## src/rtl/fetch_queue_unit.sv

```systemverilog
// fetch_queue_unit: owns the fetch PC, issues 8-word fetch blocks to an 8-port
// instruction memory, and buffers the returned words with their PCs in a
// circular queue. Decode sees the oldest four entries. Fetch-to-decode
// latency is 1 cycle.
// Backpressure: a block is fetched only if 8 entries are free (registered
// count); otherwise the ports idle and stall_cnt counts the blocked cycle.
// Ports:
//   clk, rst                      clock, synchronous active-high reset
//   imem_addr1..8 / imem_rd1..8   fetch addresses out, instruction words in
//   redirect_valid, redirect_pc   flush the queue and restart fetch at target
//   dec_take                      instructions consumed by decode (clamped)
//   dq_valid, dq_instr0..3,
//   dq_pc0..3                     oldest four entries, slot 0 oldest
//   stall_cnt                     cycles blocked by a full queue
module fetch_queue_unit #(
   parameter int          DEPTH     = 16,
   parameter logic [31:0] RESET_PC  = 32'h0,
   parameter logic [31:0] IDLE_ADDR = 32'h0000ffff
) (
   input  logic        clk,
   input  logic        rst,
   output logic [31:0] imem_addr1,
   output logic [31:0] imem_addr2,
   output logic [31:0] imem_addr3,
   output logic [31:0] imem_addr4,
   output logic [31:0] imem_addr5,
   output logic [31:0] imem_addr6,
   output logic [31:0] imem_addr7,
   output logic [31:0] imem_addr8,
   input  logic [31:0] imem_rd1,
   input  logic [31:0] imem_rd2,
   input  logic [31:0] imem_rd3,
   input  logic [31:0] imem_rd4,
   input  logic [31:0] imem_rd5,
   input  logic [31:0] imem_rd6,
   input  logic [31:0] imem_rd7,
   input  logic [31:0] imem_rd8,
   input  logic        redirect_valid,
   input  logic [31:0] redirect_pc,
   input  logic [2:0]  dec_take,
   output logic [3:0]  dq_valid,
   output logic [31:0] dq_instr0,
   output logic [31:0] dq_instr1,
   output logic [31:0] dq_instr2,
   output logic [31:0] dq_instr3,
   output logic [31:0] dq_pc0,
   output logic [31:0] dq_pc1,
   output logic [31:0] dq_pc2,
   output logic [31:0] dq_pc3,
   output logic [31:0] stall_cnt
);

   localparam int PTR_W = $clog2(DEPTH);
   localparam int CNT_W = PTR_W + 1;
   localparam logic [CNT_W-1:0] ISSUE_MAX = CNT_W'(DEPTH - 8);

   logic [31:0]      pc_q, pc_d;
   logic [PTR_W-1:0] head_q, head_d;
   logic [PTR_W-1:0] tail_q, tail_d;
   logic [CNT_W-1:0] count_q, count_d;
   logic [31:0]      stall_q, stall_d;
   logic [31:0]      instr_q [DEPTH];
   logic [31:0]      instr_d [DEPTH];
   logic [31:0]      pcs_q   [DEPTH];
   logic [31:0]      pcs_d   [DEPTH];

   logic        issue;
   logic [2:0]  avail;
   logic [2:0]  take_eff;
   logic [31:0] fetch_addr [8];
   logic [31:0] rd         [8];
   logic [31:0] slot_instr [4];
   logic [31:0] slot_pc    [4];

   assign rd[0] = imem_rd1;
   assign rd[1] = imem_rd2;
   assign rd[2] = imem_rd3;
   assign rd[3] = imem_rd4;
   assign rd[4] = imem_rd5;
   assign rd[5] = imem_rd6;
   assign rd[6] = imem_rd7;
   assign rd[7] = imem_rd8;

   // Issue depends only on registered occupancy, so decode never has a
   // combinational path to the memory addresses.
   always_comb begin
      issue = !rst && !redirect_valid && (count_q <= ISSUE_MAX);
      for (int k = 0; k < 8; k++) begin
         fetch_addr[k] = pc_q + 32'(4 * k);
      end
   end

   assign imem_addr1 = issue ? fetch_addr[0] : IDLE_ADDR;
   assign imem_addr2 = issue ? fetch_addr[1] : IDLE_ADDR;
   assign imem_addr3 = issue ? fetch_addr[2] : IDLE_ADDR;
   assign imem_addr4 = issue ? fetch_addr[3] : IDLE_ADDR;
   assign imem_addr5 = issue ? fetch_addr[4] : IDLE_ADDR;
   assign imem_addr6 = issue ? fetch_addr[5] : IDLE_ADDR;
   assign imem_addr7 = issue ? fetch_addr[6] : IDLE_ADDR;
   assign imem_addr8 = issue ? fetch_addr[7] : IDLE_ADDR;

   // Decode view: slot K is head+K; valid is a thermometer of count, forced
   // off while reset is asserted so a mid-run reset hides stale entries.
   always_comb begin
      for (int k = 0; k < 4; k++) begin
         slot_instr[k] = instr_q[head_q + PTR_W'(k)];
         slot_pc[k]    = pcs_q[head_q + PTR_W'(k)];
         dq_valid[k]   = !rst && (count_q > CNT_W'(k));
      end
   end

   assign dq_instr0 = slot_instr[0];
   assign dq_instr1 = slot_instr[1];
   assign dq_instr2 = slot_instr[2];
   assign dq_instr3 = slot_instr[3];
   assign dq_pc0    = slot_pc[0];
   assign dq_pc1    = slot_pc[1];
   assign dq_pc2    = slot_pc[2];
   assign dq_pc3    = slot_pc[3];
   assign stall_cnt = stall_q;

   // Over-asking decode is clamped to what is actually visible.
   always_comb begin
      avail    = (count_q >= CNT_W'(4)) ? 3'd4 : count_q[2:0];
      take_eff = (dec_take > avail) ? avail : dec_take;
   end

   always_comb begin
      pc_d    = pc_q;
      head_d  = head_q;
      tail_d  = tail_q;
      count_d = count_q;
      stall_d = stall_q;
      instr_d = instr_q;
      pcs_d   = pcs_q;
      if (redirect_valid) begin
         // Flush wins over pop and fetch; the cycle is not a stall.
         pc_d    = redirect_pc & 32'hffff_fffc;
         head_d  = '0;
         tail_d  = '0;
         count_d = '0;
      end else begin
         if (count_q > ISSUE_MAX) begin
            stall_d = stall_q + 32'd1;
         end
         head_d = head_q + PTR_W'(take_eff);
         if (issue) begin
            for (int k = 0; k < 8; k++) begin
               instr_d[tail_q + PTR_W'(k)] = rd[k];
               pcs_d[tail_q + PTR_W'(k)]   = fetch_addr[k];
            end
            tail_d = tail_q + PTR_W'(8);
            pc_d   = pc_q + 32'd32;
         end
         count_d = count_q + (issue ? CNT_W'(8) : CNT_W'(0)) - CNT_W'(take_eff);
      end
   end

   always_ff @(posedge clk) begin
      if (rst) begin
         pc_q    <= RESET_PC;
         head_q  <= '0;
         tail_q  <= '0;
         count_q <= '0;
         stall_q <= '0;
      end else begin
         pc_q    <= pc_d;
         head_q  <= head_d;
         tail_q  <= tail_d;
         count_q <= count_d;
         stall_q <= stall_d;
      end
   end

   // Queue storage needs no reset: validity comes from count alone.
   always_ff @(posedge clk) begin
      instr_q <= instr_d;
      pcs_q   <= pcs_d;
   end

endmodule

```

## config.mk

```make
export PLATFORM = sky130hd
export DESIGN_NAME = fetch_queue_unit
export DESIGN_NICKNAME = d
export VERILOG_FILES = /design/src/rtl/fetch_queue_unit.sv
export SDC_FILE = /design/constraint.sdc
export NUM_CORES = 2
export LEC_CHECK = 0
export ABC_CLOCK_PERIOD_IN_PS = 47400
export CORE_AREA = 2 2 349 351
export DETAILED_ROUTE_END_ITERATION = 6
export DIE_AREA = 0 0 351 353
export PLACE_DENSITY_LB_ADDON = 0.2
export SYNTH_ARGS = -nofsm -noshare
export SYNTH_HDL_FRONTEND = slang
export SYNTH_SLANG_ARGS = --single-unit
```

## constraint.sdc

```tcl
create_clock -name clk -period 47.4 [get_ports clk]
set_clock_uncertainty 0.2 [all_clocks]
set_input_delay 7.11 -clock clk [delete_from_list [all_inputs] [get_ports clk]]
set_output_delay 7.11 -clock clk [all_outputs]
set_load 0.01 [all_outputs]
```

==> out/results.txt <==
Hold WC Path Type: reg -> reg
area of the multi-input gates: 35200 µm²
quantity of I/O buffers inserted on ports: 831
top cell type by total area after synthesis: edfxtp_1
Worst Hold Launch: stall_cnt[31]
placed wire-length estimate: 154000 µm
Critical Path AT: 10280 ps
simple-gate portion of the synthesized area: 6.67%
Avg Synthesized Cell Area: 16.2 µm²
crit start category: input port
worst skew pair latency: 720 ps
Seq cells post-synth: 1048
WL/cell: 35.2 µm
Clock H-tree levels: 3
Netlist cell types: 77
CP required: 40090 ps
RSZ-0062 raised after global routing: false
Max transition margin: 3.86%
ANT nets after route: 0
CTS max path bufs: 3
Total GRT Usage: 37.0%
drt first pass iters: 6
Area Overhead vs Synth: 19.3%
top cells by area, synth: edfxtp_1 43%, mux4_2 36%, xnor2_1 2.2%
most frequent cell after synthesis: mux4_2
largest net degree at the start of global routing: 190
Syn Inst Count: 4194
DIE WIDTH: 351 µm
CTS Buf Count: 111
Resize count post-CTS: 0
Post-Synth XOR/XNOR Area: 3.25%
Residual DRC: 0
area share of fa/ha/maj cells after synthesis: 0.574%
initial core utilization: 56.4%
Mapped Area: 68100 µm²
kind of critical path: in -> out
Congestion Overflow GR: 0
Static Leakage: 24.9 nW
reg2reg start: count_q[1]
Root Driver: clkbuf_16
Least-Margin Pin Slew: 1440 ps
overall routed net length: 231000 µm
clock-pin slew of the registers on the worst-case setup and hold paths: 60 ps
Ports: 842
outcome: completed
initial antenna violation count: 58
CTS tree: yes
Synth Area in Compound Gates: 2.74%
# Post-CTS Setup Buffers: 0
final-report hold violation count: 0
Slew Limit Fails: 0
vias in the first global route: 47579
final setup vio count: 0
sequential area share after synthesis: 45.2%
RePlAce Congestion: 0.967
ys flop type: edfxtp_1
Syn. warnings: 0
fmax: 0.0569 GHz
# hold bufs at CTS: 0
Post-synth top cells: 1079 x mux4_2, 976 x edfxtp_1, 212 x nor2_1
first-pass GRT wire length: 331000 µm
Rows: 128
vias: 48146
setup TNS: 0 ps
Async SR Flop Fraction: 0%
First DRT Iteration DRCs: 7636
die height: 353 µm
clock sinks: 1048
Critical Path Source: redirect_valid
mux contribution to synthesized area: 38.2%
hold_ws: 312 ps
FF/Latch Area: 30800 µm²
crit share post-route: 37.1%
EDFF count, synth: 976
PwrDens: 51.9 nW/µm²
Fill cells: 8189
share of cells above drive strength 1: 30.5%
Core ar.: 121000 µm²
maximum VDD drop: 0.0000587 V
Final min period: 17590 ps
Max Cap Viol: 0
endpoint class of the critical path: primary output
fin nets: 5120
largest family of logic cells by synthesized area: multiplexers
Worst Path Max Fanout: 72
Die ar.: 124000 µm²
post-synth top area share: 43.1%
vias per inst: 7.34
==> path summary, 6_finish.rpt <==
check,to,slack [ps],cells past startpoint
max,imem_addr6[27],29810,9
min,stall_cnt[31],310,2
max reg2reg,instr_q[231],42250,7
min reg2reg,stall_cnt[31],310,2
==> critical path: stages <==
cell	delay (ps)
clkdlybuf4s50_1	450
buf_4	380
or2_1	230
nor2_4	80
inv_2	350
buf_4	620
nor2_1	150
mux2_2	360
clkdlybuf4s50_1	500
==> through the flow <==
stage	total power, mW	std cells	area [µm²]	util (%)	setup WS [ps]
after floorplan	2.50	4201	68100	-	17020
after global routing	4.34	6544	81200	67.3	29770
after global placement	3.24	6308	77200	64.0	29930
after detailed placement	3.26	6308	77200	64.0	29880
after CTS	4.20	6516	81100	67.3	29880
final	4.22	6562	81200	67.4	29810
==> logic make-up (layout without fill, tap and decap cells) <==
| group | count (synthesis) | count (layout) |
|---|---|---|
| AO/OA/AOI/OAI | 278 | 278 |
| XOR/XNOR | 252 | 252 |
| adder cells (fa/ha/maj) | 30 | 30 |
| buffers and inverters | 470 | 1160 |
| flip-flops | 1048 | 1048 |
| multiplexers | 1244 | 1244 |
| other | 1 | 54 |
| AND/OR/NAND/NOR | 871 | 871 |
==> final cells by class <==
type | count | share of cell area (%)
multi-input cells | 2683 | 43.3
flip-flops and latches | 1048 | 37.9
repair buffers | 922 | 11.2
clock buffers | 136 | 3.62
well taps | 1625 | 2.50
clock inverters | 72 | 1.18
inverters | 30 | 0.145
diodes | 46 | 0.142
==> registers in the layout, summed over array words and instances (netlist names) <==
register	flops
instr_q	512
count_q	5
pc_q	30
stall_cnt	32
head_q	4
pcs_q	464
tail_q	1
==> placed cells by master, fill, tap and decap left out, drive strengths merged, types with 15 or more instances in the layout <==
master	instances
mux4	1079
edfxtp	976
clkdlybuf4s50	830
nor2	213
nand2	194
xnor2	170
clkbuf	136
and2	134
mux2i	130
buf	92
xor2	82
a21oi	73
dfxtp	72
nand3	63
or2	48
diode	46
o221ai	45
o22ai	45
clkinv	40
nor2b	39
o21ai	37
nand4	36
mux2	35
or3	35
nor3	33
inv	32
ha	28
nor4	26
a211oi	23
bufinv	21
and3	19
nand2b	18
o211ai	15
==> power by group <==
part	switching (mW)	total [mW]	leakage (nW)	internal, mW
combinational	1.02	2.07	13.4	1.05
sequential	0.0909	1.21	9.61	1.12
clock	0.384	0.941	1.89	0.557
total	1.50	4.22	24.9	2.72
==> per-layer routing <==
| layer | GRT usage (%) | vias up | wire, µm |
|---|---|---|---|
| met4 | 21.2 | 42 | 15400 |
| met3 | 12.3 | 788 | 32700 |
| li1 | - | 18786 | - |
| met2 | 57.0 | 4039 | 108000 |
| met5 | 0 | - | 265 |
| met1 | 46.3 | 24491 | 74900 |
No activity file was read; power rests on OpenSTA's default activity.
